$ cat config.mk
export PLATFORM = sky130hd
export DESIGN_NAME = x_mem_seq_2048x2_flat
export DESIGN_NICKNAME = d
export VERILOG_FILES = /design/src/rtl/x_mem_seq_2048x2_if.sv /design/src/rtl/x_mem_seq_2048x2.sv /design/src/flat_wrapper.sv
export SDC_FILE = /design/constraint.sdc
export NUM_CORES = 1
export LEC_CHECK = 0
export ABC_AREA = 1
export CAP_MARGIN = 15
export CORE_ASPECT_RATIO = 0.6
export CORE_MARGIN = 2
export CORE_UTILIZATION = 44
export DETAILED_ROUTE_END_ITERATION = 6
export PLACE_DENSITY = 0.76
export REMOVE_ABC_BUFFERS = 1
export SYNTH_ARGS = -nofsm -noshare
export SYNTH_HDL_FRONTEND = slang
export SYNTH_SLANG_ARGS = --single-unit
$ cat constraint.sdc
create_clock -name i_clk -period 1.8 [get_ports i_clk]
set_clock_uncertainty 0.2 [all_clocks]
set_input_delay 0.36 -clock i_clk [delete_from_list [all_inputs] [get_ports i_clk]]
set_output_delay 0.36 -clock i_clk [all_outputs]
set_load 0.02 [all_outputs]
$ cat src/rtl/x_mem_seq_2048x2_if.sv
// Loader stream, playback control and single-port memory signals of the
// 2048x2 sample-memory sequencer, bundled so the block has one bus port.
interface x_mem_seq_2048x2_if #(
  parameter int DIV_W = 8
);
  logic             i_ld_valid;
  logic [1:0]       i_ld_data;
  logic             o_ld_ready;
  logic             i_ld_clr;
  logic [10:0]      o_wr_ptr;
  logic             i_pl_en;
  logic [10:0]      i_pl_len;
  logic [DIV_W-1:0] i_pl_div;
  logic [1:0]       o_pl_data;
  logic             o_pl_valid;
  logic             o_pl_busy;
  logic [10:0]      o_mem_addr;
  logic             o_mem_we;
  logic [1:0]       o_mem_wdata;
  logic [1:0]       i_mem_rdata;

  // Environment side: host loader, playback control and the memory macro.
  modport master (
    output i_ld_valid, i_ld_data, i_ld_clr, i_pl_en, i_pl_len, i_pl_div, i_mem_rdata,
    input  o_ld_ready, o_wr_ptr, o_pl_data, o_pl_valid, o_pl_busy,
    input  o_mem_addr, o_mem_we, o_mem_wdata
  );

  modport slave (
    input  i_ld_valid, i_ld_data, i_ld_clr, i_pl_en, i_pl_len, i_pl_div, i_mem_rdata,
    output o_ld_ready, o_wr_ptr, o_pl_data, o_pl_valid, o_pl_busy,
    output o_mem_addr, o_mem_we, o_mem_wdata
  );
endinterface

$ cat src/rtl/x_mem_seq_2048x2.sv
// Arbiter/sequencer sharing the 2048x2 single-port sample memory between the
// host loader and the real-time playback engine; playback always wins.
module x_mem_seq_2048x2 #(
  parameter int DIV_W = 8
) (
  input logic                i_clk,
  input logic                i_rst,
  x_mem_seq_2048x2_if.slave  bus
);

  typedef enum logic {
    IDLE = 1'b0,
    RUN  = 1'b1
  } state_t;

  state_t           state;
  logic [10:0]      rd_ptr;
  logic [10:0]      wr_ptr;
  logic [DIV_W-1:0] div_cnt;
  logic [1:0]       pl_data;
  logic             pl_valid;

  logic tick;
  logic ld_ready;
  logic accept;

  // A tick owns the memory port; a write pending during reset is dropped.
  assign tick     = (state == RUN) && bus.i_pl_en && (div_cnt == '0);
  assign ld_ready = !i_rst && !tick && !bus.i_ld_clr;
  assign accept   = bus.i_ld_valid && ld_ready;

  assign bus.o_ld_ready = ld_ready;
  assign bus.o_wr_ptr   = wr_ptr;
  assign bus.o_pl_data  = pl_data;
  assign bus.o_pl_valid = pl_valid;
  assign bus.o_pl_busy  = (state == RUN);

  always_comb begin
    bus.o_mem_addr  = rd_ptr;
    bus.o_mem_we    = 1'b0;
    bus.o_mem_wdata = 2'b00;
    if (accept) begin
      bus.o_mem_addr  = wr_ptr;
      bus.o_mem_we    = 1'b1;
      bus.o_mem_wdata = bus.i_ld_data;
    end
  end

  // Playback FSM; rd_ptr past a shortened length runs on to 2047 and wraps.
  always_ff @(posedge i_clk or posedge i_rst) begin
    if (i_rst) begin
      state    <= IDLE;
      rd_ptr   <= '0;
      div_cnt  <= '0;
      pl_data  <= 2'b00;
      pl_valid <= 1'b0;
    end else begin
      pl_valid <= tick;
      if (tick) begin
        pl_data <= bus.i_mem_rdata;
      end
      case (state)
        IDLE: begin
          if (bus.i_pl_en) begin
            state   <= RUN;
            rd_ptr  <= '0;
            div_cnt <= '0;
          end
        end
        RUN: begin
          if (!bus.i_pl_en) begin
            state <= IDLE;
          end else if (tick) begin
            div_cnt <= bus.i_pl_div;
            rd_ptr  <= (rd_ptr == bus.i_pl_len) ? 11'd0 : rd_ptr + 11'd1;
          end else begin
            div_cnt <= div_cnt - DIV_W'(1);
          end
        end
        default: state <= IDLE;
      endcase
    end
  end

  always_ff @(posedge i_clk or posedge i_rst) begin
    if (i_rst) begin
      wr_ptr <= '0;
    end else if (bus.i_ld_clr) begin
      wr_ptr <= '0;
    end else if (accept) begin
      wr_ptr <= wr_ptr + 11'd1;
    end
  end

endmodule
$ cat src/flat_wrapper.sv
// flat-port wrapper written by rule: the top's interface ports become plain ports
module x_mem_seq_2048x2_flat 
#(
  parameter int DIV_W = 8
)
  (i_clk, i_rst, bus_i_ld_valid, bus_i_ld_data, bus_i_ld_clr, bus_i_pl_en, bus_i_pl_len, bus_i_pl_div, bus_i_mem_rdata, bus_o_ld_ready, bus_o_wr_ptr, bus_o_pl_data, bus_o_pl_valid, bus_o_pl_busy, bus_o_mem_addr, bus_o_mem_we, bus_o_mem_wdata);
  x_mem_seq_2048x2_if #(.DIV_W(DIV_W)) bus_i ();
  input logic i_clk;
  input logic i_rst;
  input wire logic [$bits(bus_i.i_ld_valid)-1:0] bus_i_ld_valid;
  input wire logic [$bits(bus_i.i_ld_data)-1:0] bus_i_ld_data;
  input wire logic [$bits(bus_i.i_ld_clr)-1:0] bus_i_ld_clr;
  input wire logic [$bits(bus_i.i_pl_en)-1:0] bus_i_pl_en;
  input wire logic [$bits(bus_i.i_pl_len)-1:0] bus_i_pl_len;
  input wire logic [$bits(bus_i.i_pl_div)-1:0] bus_i_pl_div;
  input wire logic [$bits(bus_i.i_mem_rdata)-1:0] bus_i_mem_rdata;
  output wire logic [$bits(bus_i.o_ld_ready)-1:0] bus_o_ld_ready;
  output wire logic [$bits(bus_i.o_wr_ptr)-1:0] bus_o_wr_ptr;
  output wire logic [$bits(bus_i.o_pl_data)-1:0] bus_o_pl_data;
  output wire logic [$bits(bus_i.o_pl_valid)-1:0] bus_o_pl_valid;
  output wire logic [$bits(bus_i.o_pl_busy)-1:0] bus_o_pl_busy;
  output wire logic [$bits(bus_i.o_mem_addr)-1:0] bus_o_mem_addr;
  output wire logic [$bits(bus_i.o_mem_we)-1:0] bus_o_mem_we;
  output wire logic [$bits(bus_i.o_mem_wdata)-1:0] bus_o_mem_wdata;
  assign bus_i.i_ld_valid = bus_i_ld_valid;
  assign bus_i.i_ld_data = bus_i_ld_data;
  assign bus_i.i_ld_clr = bus_i_ld_clr;
  assign bus_i.i_pl_en = bus_i_pl_en;
  assign bus_i.i_pl_len = bus_i_pl_len;
  assign bus_i.i_pl_div = bus_i_pl_div;
  assign bus_i.i_mem_rdata = bus_i_mem_rdata;
  assign bus_o_ld_ready = bus_i.o_ld_ready;
  assign bus_o_wr_ptr = bus_i.o_wr_ptr;
  assign bus_o_pl_data = bus_i.o_pl_data;
  assign bus_o_pl_valid = bus_i.o_pl_valid;
  assign bus_o_pl_busy = bus_i.o_pl_busy;
  assign bus_o_mem_addr = bus_i.o_mem_addr;
  assign bus_o_mem_we = bus_i.o_mem_we;
  assign bus_o_mem_wdata = bus_i.o_mem_wdata;
  x_mem_seq_2048x2 #(.DIV_W(DIV_W)) u_core (.i_clk(i_clk), .i_rst(i_rst), .bus(bus_i));
endmodule
==> results.toml, run 1 <==
[layout]
nets = 484
stdcell_area_um2 = 3680
drive_gt1_frac = 0.304
antenna_cells = 0
area_growth_pct = 61.9

[global_route]
grt_pass1_vias = 2543
grt_max_degree = 35
grt_util_met2 = 0.455
grt_pass1_wl_um = 12100
grt_antenna_before_repair = 0
use_met3 = 0.0573
use_met1 = 0.343
grt_busiest_layer = "met2"
gr-total-overflow = 0
grt_usage = 0.264

[clock_tree]
clk_latency_ns = 0.29
cts_buffer_depth = 2
cts_sinks = 34
cts_buffers = 5
path_clk_slew_ns = 0.07
clock-root-buffer = "clkbuf_8"
h-tree-depth = 2
tritoncts = "yes"

[sta]
finalSetupViolations = 28
fin_ws_ns = -0.425
hold_violations = 0
fin_crit_sh = 1.24
finalCriticalPeriod_ns = 2.22
relSlewSlack = 0.758
worstMarginPinSlew_ns = 0.363
fmax_mhz = 449
whs_ns = 0.231
drv_slew = 0
rsz0062_at_grt = "true"

[logic_synthesis]
synth_warnings = 0
syn-cell-area_um2 = 2270
ys_types = 27
synth_seq_cells = 34
synth.avg_cell_area_um2 = 6.95
yosysSeqAreaShare = 0.374
synthCells = 327

[status]
status = "complete, but fails checks"
violations = "negative setup slack"

[placement]
hpwl_um = 5180
place_congestion = 0.885
dpl_cell_area_um2 = 3370
portBuffers = 57

[setup_path]
critical_path_arrival_ns = 1.66
required_ns = 1.24
startpoint_type = "register"
cp-end-kind = "output port"
r2r_start = "u_core.div_cnt[1]$_DFFE_PP0P_"
worstSetupPathType = "register to output port"
r2r_cells = 11
startpoint = "u_core.div_cnt[1]$_DFFE_PP0P_"
crit_fanout = 6

[floorplan]
die_y_um = 59.7
core_um2 = 5030
io_pins = 58
die_width_um = 96.8
core.rowCount = 20
initial_utilization = 0.452
dieArea_um2 = 5770

[detailed_routing]
totalWireLength_um = 7450
num_vias = 2702
postRouteAntennaNets = 0
drt_pass1_iterations = 4
drc_errors = 0
vias_per_cell = 5.20
wl_per_cell_um = 14.3
drt_iter0_drc = 167

[power]
ir_worst_vdd_mv = 0.694
powerDensity_nw_per_um2 = 933
leakagePower_nw = 1.80

[worst_hold_path]
worstHoldPathType = "primary input to async pin"

[flow_run]
maxCapViolCount = 0
power breakdown:
part	switching [W]	internal (W)
clock	0.000305	0.000555
combinational	0.000843	0.000781
sequential	0.0000700	0.000877
layout make-up:
class	count	area [um2]
timing repair buffer	123	1080
tap	66	82.6
inverter	51	199
sequential	34	851
clock buffer	5	68.8
fill	379	1350
multi-input combinational	238	1330
clock inverter	3	68.8
sequential cells by signal (all words and copies together), names as in the netlist:
name / cells
u_core.bus.o_pl_busy: 1
u_core.bus.o_pl_data: 2
u_core.bus.o_pl_valid: 1
u_core.bus.o_wr_ptr: 11
u_core.div_cnt: 8
u_core.rd_ptr: 11
layout by cell type, fill, tap and decap left out, types with 2 or more instances in the layout:
cell type,n
nand3_1,17
xor2_1,6
o22ai_1,6
xnor2_1,6
nand3_4,3
nor2_1,19
dlygate4sd2_1,17
clkbuf_8,5
dfrtp_1,34
nand2_2,6
inv_1,41
nand2_4,2
bufinv_16,2
clkinv_4,2
o211ai_1,2
ha_1,2
buf_4,69
nand4_1,8
clkdlybuf4s50_1,25
buf_12,3
nor2_4,4
nand2_1,92
nor3_1,7
inv_2,8
nor2_2,2
o21ai_1,15
nand3_2,5
buf_6,7
o21ai_0,18
o21ai_2,14
repair_timing:
action,in CTS,in global routing
buffers inserted,4,2
gates cloned,3,0
endpoints found under the setup margin,56,41
resized for setup,134,18
pin swaps,8,3
hold buffers,0,0
worst max-delay path, cell delays in order, from the launching register on:
cell	delay, ns
dfrtp_1	0.38
inv_2	0.08
ha_4	0.14
nand3_4	0.07
nor2_4	0.12
nand2_4	0.12
nand3_4	0.14
nand2_1	0.07
o21ai_1	0.09
buf_4	0.17
logic make-up after synthesis:
family          synth area share
flops                      0.374
xor+xnor                  0.0463
buf+inv                    0.106
fa+ha+maj                 0.0165
compound gates             0.135
simple gates               0.321
cell usage after synthesis (all sizes together):
| library cell | n | area, um2 |
|---|---|---|
| a21oi | 1 | 5.00 |
| nor3 | 7 | 35.0 |
| xnor2 | 6 | 52.6 |
| dfrtp | 34 | 851 |
| xor2 | 6 | 52.6 |
| inv | 50 | 188 |
| o22ai | 6 | 37.5 |
| o21ai | 47 | 250 |
| ha | 3 | 37.5 |
| nand3 | 22 | 128 |
| nor2 | 25 | 104 |
| clkinv | 1 | 8.76 |
| buf | 7 | 45.0 |
| o211ai | 2 | 15.0 |
| nand4 | 8 | 50.1 |
| nand2 | 101 | 407 |
| or2 | 1 | 6.26 |
path summary, 6_finish.rpt:
kind                                                             to  slack (ns)
worst min-delay path                  u_core.div_cnt[0]$_DFFE_PP0P_        0.23
worst min register to register  u_core.bus.o_pl_data[1]$_DFFE_PP0P_        0.30
worst max register to register   u_core.bus.o_wr_ptr[1]$_DFFE_PP0P_       -0.21
max in group asynchronous        u_core.bus.o_wr_ptr[0]$_DFFE_PP0P_        0.99
worst max-delay path                              bus_o_mem_addr[7]       -0.42
min in group i_clk              u_core.bus.o_pl_data[1]$_DFFE_PP0P_        0.30
layer usage:
layer,vias up,share of wire
li1,1312,-
met1,1261,0.44
met2,116,0.48
met3,13,0.073
met4,0,0.013
met5,-,0
stage by stage:
step / setup TNS [ns] / worst slack (ns) / power (W) / util / instances
floorplan: -4.36 / -0.437 / 0.00167 / - / 320
global placement: -17.65 / -0.925 / 0.00233 / 0.670 / 503
detailed placement: -19.42 / -0.966 / 0.00238 / 0.670 / 503
CTS: -7.02 / -0.415 / 0.00337 / 0.715 / 518
global route: -9.87 / -0.497 / 0.00362 / 0.732 / 520
finish: -7.53 / -0.425 / 0.00343 / 0.732 / 520
(Power assumes the default switching activity.)
==> run 2: changes to the inputs <==
Settings changed: CELL_PAD_IN_SITES_DETAIL_PLACEMENT from default to 1, CELL_PAD_IN_SITES_GLOBAL_PLACEMENT from default to 1, CORE_UTILIZATION 44 to 31, PLACE_DENSITY 0.76 to default, PLACE_DENSITY_LB_ADDON from default to 0.1.
==> run 2 against run 1 <==
- the run still ends with negative setup slack left
- cell count up 6.7%
- hold slack about the same
- fmax down 4.9%
- via count up 2.5%
- core utilization down 18 points
- non-clock buffer count up 10
- largest power group unchanged
- first-iteration DRC count down 44%
- die area up 39%
==> results.toml, run 2 (synthesis results as in run 1) <==
[status]
status = "complete, but fails checks"
violations = "negative setup slack"

[placement]
place_ws_ns = -1.04
hpwl_um = 6380
place_congestion = 0.847
portBuffers = 57
dpl_cell_area_um2 = 3390

[detailed_routing]
totalWireLength_um = 9650
postRouteAntennaNets = 0
vias_per_cell = 4.99
drc_errors = 0
wl_per_cell_um = 17.4
drt_pass1_iterations = 4
drt_iter0_drc = 93
num_vias = 2769

[sta]
drv_slew = 0
finalSetupViolations = 43
whs_ns = 0.230
fin_ws_ns = -0.540
finalCriticalPeriod_ns = 2.34
worstMarginPinSlew_ns = 0.485
relSlewSlack = 0.674
fin_crit_sh = 1.30
fmax_mhz = 427
rsz0062_at_grt = "true"
hold_violations = 0

[clock_tree]
cts_buffers = 5
tritoncts = "yes"
path_clk_slew_ns = 0.06
holdBufCountCts = 0
cts_sinks = 34
clock-root-buffer = "clkbuf_16"
h-tree-depth = 2
cts_buffer_depth = 2
clk_latency_ns = 0.28

[setup_path]
r2r_start = "u_core.div_cnt[0]$_DFFE_PP0P_"
worstSetupPathType = "register to output port"
critPathBufInv = 3
path_cells = "inv_2 > ha_4 > nand3_4 > nor2_4 > nand2_4 > nand3_4 > buf_6 > nand2_2 > o21ai_2 > buf_6"
cp_top_family = "simple AND/OR/NAND/NOR gates"
crit_end = "bus_o_mem_addr[7]"
r2r_cells = 12
required_ns = 1.24
ff2ff_setup_slack_ns = -0.18
startpoint = "u_core.div_cnt[0]$_DFFE_PP0P_"
critical_path_arrival_ns = 1.78
cp-end-kind = "output port"
critPathMaxStageDelay_ns = 0.37
crit_fanout = 6
r2r_end = "u_core.rd_ptr[9]$_DFFE_PP0P_"
cp_slowest_cell = "dfrtp_1"
startpoint_type = "register"
path_depth = 10

[global_route]
grt_pass1_wl_um = 15000
grt_usage = 0.245
grt_max_degree = 35
grt_pass1_vias = 2878
grt_antenna_before_repair = 0
gr-total-overflow = 0

[power]
powerDensity_nw_per_um2 = 938
leakagePower_nw = 1.96
finalPower_w = 0.00371
ir_worst_vdd_mv = 0.651

[floorplan]
dieArea_um2 = 8050
initial_utilization = 0.317
core_um2 = 7180
core.rowCount = 24
io_pins = 58
die_width_um = 115
die_y_um = 70.3

[layout]
antenna_cells = 0
nets = 494
area_growth_pct = 73.8
mostFrequentLayoutCell = "nand2_1"
final_util = 0.550
mostFrequentLayoutCells = "nand2_1 (81), buf_4 (67), inv_1 (40)"
drive_gt1_frac = 0.366
stdcell_area_um2 = 3950

[flow_run]
maxCapViolCount = 0

[worst_hold_path]
worstHoldPathType = "primary input to async pin"
-- run 2: cell types whose count changed in the layout (fill, tap and decap cells not counted), moves of 4 or more --
cell       delta
buf_6        +14
nand2_1      -11
o21ai_2      +10
nand2_4       +8
o21ai_0       -6
clkbuf_16     +5
nand3_2       -5
clkbuf_8      -4
nor2_2        +4
o21ai_1       -4
-- run 2: area by class of cell --
type	instances	area (um2)
well taps	91	114
inverters	51	206
flip-flops and latches	34	851
fillers	878	3230
repair buffers	133	1180
clock inverters	1	5.00
clock buffers	7	143
multi-input cells	238	1450
-- run 2: worst min-delay path by stage --
stage                                                     end  cells past startpoint  slack, ns
after CTS                 u_core.bus.o_wr_ptr[10]$_DFFE_PP0P_                      4       0.24
after detailed placement  u_core.bus.o_pl_data[1]$_DFFE_PP0P_                      2       0.28
after global placement    u_core.bus.o_pl_data[0]$_DFFE_PP0P_                      2       0.27
final                     u_core.bus.o_wr_ptr[10]$_DFFE_PP0P_                      4       0.23
after floorplan                u_core.bus.o_pl_busy$_DFF_PP0_                      0       0.19
after global routing      u_core.bus.o_wr_ptr[10]$_DFFE_PP0P_                      4       0.26
-- run 2: report_power, final --
group	switching (W)	internal, W	leakage [nW]	total (W)
sequential	0.0000856	0.000879	0.462	0.000965
combinational	0.00101	0.000847	1.42	0.00186
clock	0.000337	0.000549	0.0739	0.000886
-- run 2: repair_timing --
action | CTS | global route
resized for setup | 156 | 52
pin swaps | 8 | 11
endpoints found under the setup margin | 56 | 48
setup buffers | 7 | 9
gates cloned | 3 | 0
-- run 2: routing by layer --
metal,global-route usage,wire (um),vias up
met5,0,0,-
met4,0.0515,58,0
met3,0.0365,379,5
met2,0.406,4530,68
met1,0.339,4680,1366
li1,-,-,1330
-- run 2: worst min-delay path, stage by stage --
cell	delay (ns)
dlygate4sd2_1	0.27
buf_4	0.14
inv_1	0.08
buf_12	0.23
-- run 2: through the flow --
| step | setup TNS [ns] | cells |
|---|---|---|
| 2_1_floorplan | -4.36 | 320 |
| 3_3_place_gp | -19.01 | 530 |
| 3_5_place_dp | -20.62 | 530 |
| 4_1_cts | -6.68 | 548 |
| 5_1_grt | -13.25 | 555 |
| 6_report | -9.80 | 555 |
